==> config.mk <==
export PLATFORM = sky130hd
export DESIGN_NAME = tqvp_differentiator
export DESIGN_NICKNAME = d
export VERILOG_FILES = /design/src/rtl/tqvp_diff_pkg.sv /design/src/rtl/tqvp_differentiator_fifo.sv /design/src/rtl/tqvp_differentiator.sv
export SDC_FILE = /design/constraint.sdc
export NUM_CORES = 1
export LEC_CHECK = 0
export ABC_CLOCK_PERIOD_IN_PS = 4200
export BUFFER_PORTS_ARGS = -buffer_cell sky130_fd_sc_hd__buf_2
export CAP_MARGIN = 20
export CORE_ASPECT_RATIO = 0.9
export CORE_MARGIN = 4
export CORE_UTILIZATION = 40
export CTS_CLUSTER_DIAMETER = 50
export DETAILED_ROUTE_END_ITERATION = 16
export PLACE_DENSITY = 0.63
export SLEW_MARGIN = 5
export SYNTH_ARGS = -nofsm -noshare
export SYNTH_HDL_FRONTEND = slang
export SYNTH_HIERARCHICAL = 1
export SYNTH_SLANG_ARGS = --single-unit
==> constraint.sdc <==
create_clock -name clk -period 4.2 [get_ports clk]
set_input_delay 0 -clock clk [delete_from_list [all_inputs] [get_ports clk]]
set_output_delay 0 -clock clk [all_outputs]
set_load 0.05 [all_outputs]
==> src/rtl/tqvp_diff_pkg.sv <==
// Shared constants for the tqvp_differentiator peripheral: register map,
// CTRL/STATUS bit positions, FSM state encoding and default FIFO depth.
package tqvp_diff_pkg;

  localparam logic [3:0] ADDR_CTRL      = 4'h0;
  localparam logic [3:0] ADDR_STATUS    = 4'h1;
  localparam logic [3:0] ADDR_SAMPLE_LO = 4'h2;
  localparam logic [3:0] ADDR_SAMPLE_HI = 4'h3;
  localparam logic [3:0] ADDR_HEAD_LO   = 4'h4;
  localparam logic [3:0] ADDR_HEAD_HI   = 4'h5;
  localparam logic [3:0] ADDR_POP       = 4'h6;
  localparam logic [3:0] ADDR_DEADBAND  = 4'h7;
  localparam logic [3:0] ADDR_SHIFT     = 4'h8;

  localparam int CTRL_EN      = 0;
  localparam int CTRL_CLEAR   = 1;
  localparam int CTRL_SAT     = 3;
  localparam int CTRL_USE_EXT = 4;

  localparam int STAT_EMPTY  = 0;
  localparam int STAT_FULL   = 1;
  localparam int STAT_OVF    = 2;
  localparam int STAT_PRIMED = 3;

  localparam int DEFAULT_FIFO_DEPTH = 4;

  typedef enum logic [1:0] {
    IDLE  = 2'd0,
    PRIME = 2'd1,
    RUN   = 2'd2
  } state_e;

endpackage

==> src/rtl/tqvp_differentiator_fifo.sv <==
// diff_fifo: small synchronous result FIFO with flush, head peek and an
// overflow pulse when a push is dropped.
module diff_fifo #(
  parameter int DATA_W = 16,
  parameter int DEPTH  = 4,
  localparam int AW = $clog2(DEPTH),
  localparam int CW = AW + 1
) (
  input  logic              clk,
  input  logic              rst_n,
  input  logic              clr,
  input  logic              push,
  input  logic [DATA_W-1:0] din,
  input  logic              pop,
  output logic [DATA_W-1:0] head,
  output logic [CW-1:0]     count,
  output logic              full,
  output logic              empty,
  output logic              ovf
);

  logic [DATA_W-1:0] mem_q [DEPTH];
  logic [AW-1:0]     rd_ptr_q, wr_ptr_q;
  logic [CW-1:0]     count_q;
  logic              do_push, do_pop;

  assign full  = (count_q == CW'(DEPTH));
  assign empty = (count_q == '0);
  assign count = count_q;
  assign head  = empty ? '0 : mem_q[rd_ptr_q];

  // A pop frees the slot this cycle, so a push into a full FIFO still lands.
  assign do_pop  = pop && !empty;
  assign do_push = push && (!full || do_pop);
  assign ovf     = push && full && !do_pop && !clr;

  always_ff @(posedge clk or negedge rst_n) begin
    if (!rst_n) begin
      rd_ptr_q <= '0;
      wr_ptr_q <= '0;
      count_q  <= '0;
      for (int i = 0; i < DEPTH; i++) mem_q[i] <= '0;
    end else if (clr) begin
      rd_ptr_q <= '0;
      wr_ptr_q <= '0;
      count_q  <= '0;
    end else begin
      if (do_push) begin
        mem_q[wr_ptr_q] <= din;
        wr_ptr_q        <= wr_ptr_q + AW'(1);
      end
      if (do_pop) rd_ptr_q <= rd_ptr_q + AW'(1);
      case ({do_push, do_pop})
        2'b10:   count_q <= count_q + CW'(1);
        2'b01:   count_q <= count_q - CW'(1);
        default: count_q <= count_q;
      endcase
    end
  end

endmodule

==> src/rtl/tqvp_differentiator.sv <==
// TinyQV first-difference peripheral: y = (x[n] - x[n-1]) >>> SHIFT with
// optional saturation, queued in diff_fifo. Optional DIFF_DEADBAND_EN.
module tqvp_differentiator
  import tqvp_diff_pkg::*;
#(
  parameter int DATA_W     = 16,
  parameter int FIFO_DEPTH = DEFAULT_FIFO_DEPTH
) (
  input  logic       clk,
  input  logic       rst_n,
  input  logic [7:0] ui_in,
  output logic [7:0] uo_out,
  input  logic [3:0] address,
  input  logic       data_write,
  input  logic [7:0] data_in,
  output logic [7:0] data_out
);

  localparam int CW = $clog2(FIFO_DEPTH) + 1;

  logic [7:0]        ctrl_q, lo_q, hi_q, shift_q;
  logic              ovf_q, primed_q;
  state_e            state_q, state_d;
  logic [7:0]        sync1_q, sync2_q;
  logic              strobe_q;
  logic [DATA_W-1:0] prev_q, stage_q;
  logic              stage_vld_q;

  logic [DATA_W-1:0] head, cur, res;
  logic [CW-1:0]     count;
  logic [2:0]        count3;
  logic              full, empty, fifo_ovf;
  logic              en, sat_en, use_ext;
  logic              wr_ctrl, wr_status, wr_hi, wr_pop, clear;
  logic              commit, prime_load, run_calc, suppress;
  logic signed [DATA_W:0] diff, shifted;

  assign en      = ctrl_q[CTRL_EN];
  assign sat_en  = ctrl_q[CTRL_SAT];
  assign use_ext = ctrl_q[CTRL_USE_EXT];
  assign count3  = 3'(count);

  assign wr_ctrl   = data_write && (address == ADDR_CTRL);
  assign wr_status = data_write && (address == ADDR_STATUS);
  assign wr_hi     = data_write && (address == ADDR_SAMPLE_HI);
  assign wr_pop    = data_write && (address == ADDR_POP);
  assign clear     = wr_ctrl && data_in[CTRL_CLEAR];

  // Clear wins over any commit landing in the same cycle.
  assign commit = !clear && en &&
                  (use_ext ? (sync2_q[7] && !strobe_q) : wr_hi);
  assign cur    = use_ext ? DATA_W'(sync2_q[6:0]) : DATA_W'({data_in, lo_q});
  assign prime_load = commit && (state_q == PRIME);
  assign run_calc   = commit && (state_q == RUN);

  assign diff    = $signed({cur[DATA_W-1], cur}) - $signed({prev_q[DATA_W-1], prev_q});
  assign shifted = diff >>> shift_q[3:0];

  always_comb begin
    res = shifted[DATA_W-1:0];
    if (sat_en && (shifted[DATA_W] != shifted[DATA_W-1]))
      res = shifted[DATA_W] ? {1'b1, {(DATA_W-1){1'b0}}} : {1'b0, {(DATA_W-1){1'b1}}};
  end

`ifdef DIFF_DEADBAND_EN
  logic [7:0]      deadband_q;
  logic [DATA_W:0] res_ext, res_abs;
  assign res_ext  = {res[DATA_W-1], res};
  assign res_abs  = res_ext[DATA_W] ? -res_ext : res_ext;
  assign suppress = (res_abs <= (DATA_W+1)'(deadband_q));

  always_ff @(posedge clk or negedge rst_n) begin
    if (!rst_n)                                      deadband_q <= '0;
    else if (data_write && address == ADDR_DEADBAND) deadband_q <= data_in;
  end
`else
  assign suppress = 1'b0;
`endif

  always_comb begin
    state_d = state_q;
    if (clear) begin
      state_d = data_in[CTRL_EN] ? PRIME : IDLE;
    end else begin
      case (state_q)
        IDLE:    if (en) state_d = primed_q ? RUN : PRIME;
        PRIME:   if (!en) state_d = IDLE; else if (commit) state_d = RUN;
        RUN:     if (!en) state_d = IDLE;
        default: state_d = IDLE;
      endcase
    end
  end

  always_ff @(posedge clk or negedge rst_n) begin
    if (!rst_n) begin
      state_q     <= IDLE;
      ctrl_q      <= '0;
      lo_q        <= '0;
      hi_q        <= '0;
      shift_q     <= '0;
      ovf_q       <= 1'b0;
      primed_q    <= 1'b0;
      sync1_q     <= '0;
      sync2_q     <= '0;
      strobe_q    <= 1'b0;
      prev_q      <= '0;
      stage_q     <= '0;
      stage_vld_q <= 1'b0;
    end else begin
      state_q  <= state_d;
      sync1_q  <= ui_in;
      sync2_q  <= sync1_q;
      strobe_q <= sync2_q[7];
      if (wr_ctrl) ctrl_q <= data_in & ~(8'h1 << CTRL_CLEAR);
      if (data_write && address == ADDR_SAMPLE_LO) lo_q <= data_in;
      if (wr_hi) hi_q <= data_in;
      if (data_write && address == ADDR_SHIFT) shift_q <= data_in;

      if (clear)                          ovf_q <= 1'b0;
      else if (fifo_ovf)                  ovf_q <= 1'b1;
      else if (wr_status && data_in[STAT_OVF]) ovf_q <= 1'b0;

      if (clear)           primed_q <= 1'b0;
      else if (prime_load) primed_q <= 1'b1;

      if (clear)                        prev_q <= '0;
      else if (prime_load || run_calc) prev_q <= cur;

      stage_vld_q <= run_calc && !suppress;
      if (run_calc) stage_q <= res;
    end
  end

  diff_fifo #(.DATA_W(DATA_W), .DEPTH(FIFO_DEPTH)) u_fifo (
    .clk   (clk),
    .rst_n (rst_n),
    .clr   (clear),
    .push  (stage_vld_q),
    .din   (stage_q),
    .pop   (wr_pop && !clear),
    .head  (head),
    .count (count),
    .full  (full),
    .empty (empty),
    .ovf   (fifo_ovf)
  );

  assign uo_out = {ovf_q, full, ~empty, primed_q, 1'b0, count3};

  always_comb begin
    data_out = 8'h00;
    case (address)
      ADDR_CTRL:      data_out = ctrl_q;
      ADDR_STATUS:    data_out = {1'b0, count3, primed_q, ovf_q, full, empty};
      ADDR_SAMPLE_LO: data_out = lo_q;
      ADDR_SAMPLE_HI: data_out = hi_q;
      ADDR_HEAD_LO:   data_out = head[7:0];
      ADDR_HEAD_HI:   data_out = head[15:8];
      ADDR_POP:       data_out = {5'b0, count3};
`ifdef DIFF_DEADBAND_EN
      ADDR_DEADBAND:  data_out = deadband_q;
`endif
      ADDR_SHIFT:     data_out = shift_q;
      default:        data_out = 8'h00;
    endcase
  end

endmodule

=== Word level (Yosys, flattened, before mapping) ===
Cells that the tools add are included.

* Flip-flop bits (word level): 156
* Output and inout bits: 16
* Logic and storage cells: 121

* Add/sub/neg operators: 5
* Magnitude comparators: 3
* Eq/ne operators: 16
* Shift-type cells: 1
* Muxes and demuxes: 33
* Bitwise gates (word level): 4
* Reductions and logical operators: 39

{| class="wikitable"
|+ Operators with widths
! cell !! count
|-
| 16-bit two-way mux || 9
|-
| 64-bit bitwise mux || 1
|-
| 8-bit one-hot mux with 8 select lines || 1
|-
| 16-bit binary-select mux with 2-bit select || 1
|-
| 16-bit demux with 2-bit select || 1
|-
| 1-bit logical AND || 21
|-
| 2-bit two-way mux || 10
|-
| 17-bit by 4-bit >>> shifter with 17-bit output || 1
|-
| 16-bit by 16-bit subtractor with 17-bit output || 1
|-
| 4-bit by 3-bit equality test with 1-bit output (second input constant) || 3
|-
| 4-bit by 2-bit equality test with 1-bit output (second input constant) || 2
|-
| 2-bit nonzero test || 4
|-
| 1-bit two-way mux || 7
|-
| 3-bit greater-or-equal comparator (second input constant) || 2
|-
| 3-bit by 2-bit != test with 1-bit output (second input constant) || 2
|-
| 2-bit inverter with 3-bit output || 2
|-
| 2-bit one-hot mux with 3 select lines || 1
|-
| 3-bit one-hot mux with 2 select lines || 1
|-
| 3-bit nonzero test || 2
|-
| 1-bit logical NOT || 5
|-
| 2-bit by 1-bit adder with 2-bit output (second input constant) || 2
|-
| 2-bit by 1-bit equality test with 1-bit output (second input constant) || 2
|-
| 2-bit equality test (second input constant) || 2
|-
| 4-bit by 1-bit equality test with 1-bit output (second input constant) || 1
|-
| other kinds (15) || 17
|}

=== Depth between registers and ports, before layout ===
* Word-level depth: 11
* Mapped depth: 15
* Mapped depth without buffers: 13

=== Modules after synthesis ===
Netlist, hierarchy kept.

{| class="wikitable"
|+ Modules (own cells, without submodules)
! module !! instances !! cells an instance !! area each (µm²) !! seq. area each (µm²)
|-
| tqvp_differentiator || 1 || 641 || 5758.0 || 2127.0
|-
| diff_fifo || 1 || 236 || 3628.5 || 1776.7
|}

=== Worst setup path after synthesis ===
OpenSTA, ideal clock, no wires.

* Path kind: reg2reg
* Start: reg ctrl_q[4]
* End: reg stage_q[5]
* Setup time: 0.126 ns
* Arrival: 3.355 ns
* Setup slack: 0.719 ns
* Cell stages (with the launch flop): 13
* Buffers on the path: 1
* Clock period less this slack: 3.481 ns
* Cell sequence: dfrtp_1 > buf_1 > mux2_2 > ha_1 > o211a_1 > a21boi_4 > nor2_1 > o311ai_2 > xor2_1 > mux2_1 > a222oi_1 > nor2b_1 > o32a_1

* Word-level cells in the longest chain between the ends: 6

{| class="wikitable"
|+ Ends and longest elaborated chain
! element !! RTL line !! RTL
|-
| start, declared || tqvp_differentiator.sv:21 || <nowiki>logic [7:0] ctrl_q, lo_q, hi_q, shift_q;</nowiki>
|-
| start signal, assigned || tqvp_differentiator.sv:114 || <nowiki>if (wr_ctrl) ctrl_q <= data_in & ~(8'h1 << CTRL_CLEAR);</nowiki>
|-
| 16-bit two-way mux || tqvp_differentiator.sv:52 || <nowiki>assign cur = use_ext ? DATA_W'(sync2_q[6:0]) : DATA_W'({data_in, lo_q});</nowiki>
|-
| 16-bit by 16-bit subtractor with 17-bit output || tqvp_differentiator.sv:56 || <nowiki>assign diff = $signed({cur[DATA_W-1], cur}) - $signed({prev_q[DATA_W-1], prev_q});</nowiki>
|-
| 17-bit by 4-bit >>> shifter with 17-bit output || tqvp_differentiator.sv:57 || <nowiki>assign shifted = diff >>> shift_q[3:0];</nowiki>
|-
| 1-bit != test || tqvp_differentiator.sv:61 || <nowiki>if (sat_en && (shifted[DATA_W] != shifted[DATA_W-1]))</nowiki>
|-
| 1-bit logical AND || tqvp_differentiator.sv:61 ||
|-
| 16-bit two-way mux || tqvp_differentiator.sv:61 ||
|-
| end signal, assigned || tqvp_differentiator.sv:130 || <nowiki>if (run_calc) stage_q <= res;</nowiki>
|-
| end, declared || tqvp_differentiator.sv:26 || <nowiki>logic [DATA_W-1:0] prev_q, stage_q;</nowiki>
|}

Parallel ways exist; a longest one is shown, timed or not.
A chain may end at the register's enable or synchronous reset.

=== Worst setup path in the final report ===
Same ends and word-level chain as after synthesis.

==> summary.txt <==
Route
  • Routed len/inst: 19.76 um
  • ANT nets after route: 0
  • Vias: 6881
  • Final Routed Wirelength: 23990 um
  • DRT Pass-1 Iters: 5
  • DR iter-0 viols: roughly 530
  • Via density: 5.668
  • Drt drc: 0

STA
  • Worst-Margin Slew: roughly 0.97 ns
  • Hold Vio Cnt, Final: 0
  • Setup TNS: 0 ns
  • RSZ-0062 raised after global routing: false
  • Fin Hold WS: 0.2083 ns
  • Fin crit share: 0.8882
  • Clk_skew: 0.01094 ns
  • Slew headroom: 0.3563
  • FMAX: 268.1 MHz
  • Final setup fails: 0
  • Min Tclk post-route: 3.730 ns
  • Fin. max-slew vios: 0
  • PnR worst setup slack: between 0.4 and 0.5 ns

Finish
  • Post-layout nets: 949
  • Design Area, Final: 0.01045 mm2
  • Commonest non-fill, non-tap cell in the layout: dfrtp_1
  • Most frequent cells in the layout: dfrtp_1, nand2_1, nor2_1
  • ANT cells: 0
  • Share of cells above drive strength 1: 0.2323
  • Filler cells: about 2100
  • Final cell count without fillers: 1214
  • Area growth syn-to-layout: 11.32%

Critical path
  • Worst-path maximum fanout: 8
  • Setup CP Type: register to register
  • CP Data Required Time: 4.50 ns
  • RR Endpoint: stage_q[5]
  • Arrival time worst endpoint: 4.04 ns
  • Startpoint Class: register
  • Setup slack, reg-to-reg: 0.47 ns
  • R2R Path Start: ctrl_q[4]
  • Crit path capture type: register
  • R2r worst-path depth: 12

Yosys
  • Mapped Nets: 922
  • Synth Cell Area: 0.009387 mm2
  • Cell variety after synth: 89
  • Sequential element share of the synthesized area: 0.4159
  • EDFF count, synth: 0
  • Syn avg cell area: 10.70 um2
  • YS warnings: 6
  • Most used DFF post-synth: dfrtp_1
  • Yosys reg bits: 156
  • Synth Instances: 877
  • Post-synth ARST share: 1.000

Clock network
  • Num CTS Buffers: 17
  • Post-CTS sizing: 0
  • CTS tree: done
  • Skew-Pair Late Insertion Delay: around 0.43 ns
  • Reg clk slew, reported paths: roughly 0.070 ns
  • H-tree depth: 4
  • CTS Sinks: 156
  • Clock Path Buffers: 2
  • Root buf cell: clkbuf_16
  • Postcts setup bufs: 0

Placed design
  • Placed Instance Area: 0.009703 mm2
  • Dpl cells: ~1200
  • PortBufs: 37
  • Pre-CTS setup slack: between 0.6 and 0.7 ns
  • Post-DP HPWL: approximately 17000 um
  • Placer Congestion: 0.8716

Global route
  • Global route hottest layer: met2
  • First-pass GRT wire length: 39190 um
  • Grt total ovfl: 0
  • Initial antenna violation count: 0
  • Largest net degree at the start of global routing: 104
  • GR Util All Layers: 0.1901
  • Met2 usage: 0.2915
  • M3 GR Usage: 0.03409
  • M1 GR Usage: 0.2828
  • Vias in the first global route: ~7000

Run status
  • Status: complete, no violations

Power
  • Combinational share of power: 0.416
  • Sw Share: 0.4024
  • Register share of total power: 0.320
  • Leak pwr: 4.704 nW
  • Total power density per cell area: 545.1 mW/mm2
  • VDD IR max: 0.2969 mV
  • Clock power share: 0.263
  • Int Pwr: 0.003404 W
  • Sw power: about 0.0023 W

Worst hold path
  • Min-Delay Startpoint: ui_in[7]
  • Hold path depth: 2
  • Worst hold path type: input pin to register
  • Endpoint, Worst Hold: sync1_q[7]

Job
  • Max_cap viols: 0

Floorplanning
  • Die Y: 153.3 um
  • Site Rows: 52
  • Io pins: 39
  • Area of the die: 0.02598 mm2
  • Die W: ~170 um
  • Core Region: 0.02277 mm2
  • Starting Density: 0.4122
[stage by stage]
stage / util / total power (W)
finish: 0.4588 / 0.005696
global route: 0.4588 / 0.006068
CTS: 0.4588 / 0.005703
detailed placement: 0.4261 / 0.004176
global placement: 0.4261 / 0.004174
floorplan: - / 0.003618
[Yosys cell counts, types with 6 or more instances]
master,count,share of area
mux2_4,40,0.064
inv_1,30,0.012
xnor2_1,7,0.0065
a221oi_1,6,0.0056
nor2_1,58,0.023
buf_6,13,0.016
buf_4,8,0.0064
mux4_2,18,0.043
and2_1,7,0.0047
nand2_1,88,0.035
xor2_1,10,0.0093
a21oi_1,49,0.026
nand3_1,15,0.0080
mux2_2,30,0.036
buf_2,12,0.0064
mux2_1,25,0.030
mux2i_1,13,0.014
nor3_1,13,0.0069
o21ai_0,34,0.018
a211oi_1,8,0.0064
nand4_1,6,0.0040
ha_1,20,0.027
o211ai_1,8,0.0064
a31oi_1,16,0.011
nor2b_1,30,0.020
dfrtp_1,156,0.42
clkbuf_1,28,0.011
a21o_1,8,0.0064
a22oi_1,8,0.0064
[cell type report]
type                       instances  area, um2  share of cell area
inverter                          30      112.6             0.01078
sequential                       156       3904              0.3736
multi-input combinational        627       4996              0.4781
tap                              297      371.6             0.03556
clock buffer                      18      429.2             0.04107
timing repair buffer              72      499.2             0.04778
clock inverter                    14      136.4             0.01305
[critical path, cell delays in order, from the launching register on]
cell	delay [ns]
dfrtp_1	0.53
mux2i_1	0.34
ha_1	0.24
inv_1	0.06
fa_1	0.43
a21oi_2	0.20
o221a_1	0.33
o41ai_2	0.12
xor2_2	0.21
mux2_1	0.34
a222oi_1	0.37
nor2b_1	0.08
o32a_1	0.34
[layer usage]
layer	vias to the layer above	routed length, um
met5	-	0
met4	0	248
met3	24	1253
met2	194	11050
met1	3433	11440
li1	3230	-
[power groups by stage]
stage / Sequential [W] / Clock (W) / Combinational (W)
floorplan: 0.00176 / 0 / 0.00186
global placement: 0.00185 / 0 / 0.00233
detailed placement: 0.00185 / 0 / 0.00232
CTS: 0.00182 / 0.00153 / 0.00235
global route: 0.00185 / 0.00160 / 0.00262
finish: 0.00183 / 0.00150 / 0.00237
[state kept, by name (all words and copies together) (netlist names)]
register         count
u_fifo/mem_q        64
prev_q              16
sync1_q              8
primed_q             1
ovf_q                1
strobe_q             1
u_fifo/count         3
hi_q                 8
shift_q              8
stage_vld_q          1
sync2_q              8
u_fifo/rd_ptr_q      2
ctrl_q               7
lo_q                 8
u_fifo/wr_ptr_q      2
stage_q             16
state_q              2
[cells by family after synthesis]
group           share of synthesized area
other cells                     0.0003995
xor+xnor                          0.02053
buf+inv                           0.05279
simple gates                       0.1318
flops                              0.4159
mux                                0.1913
fa+ha+maj                         0.03093
compound gates                     0.1564
[timing repair]
item                                    CTS  global route
endpoints found under the setup margin    0             0
hold buffers                             18             0
endpoints found under the hold margin   150             0
[how the worst max path moves through the flow]
| stage | from | endpoint | slack [ns] | cells past startpoint |
|---|---|---|---|---|
| after floorplan | ctrl_q[4] | stage_q[5] | 0.72 | 12 |
| final | ctrl_q[4] | stage_q[5] | 0.47 | 12 |
| after global placement | ctrl_q[4] | stage_q[5] | 0.68 | 10 |
| after detailed placement | ctrl_q[4] | stage_q[5] | 0.62 | 12 |
| after global routing | ctrl_q[4] | stage_q[6] | 0.16 | 13 |
| after CTS | ctrl_q[4] | stage_q[5] | 0.49 | 12 |
Note: power is estimated with default switching activity, not from simulation.
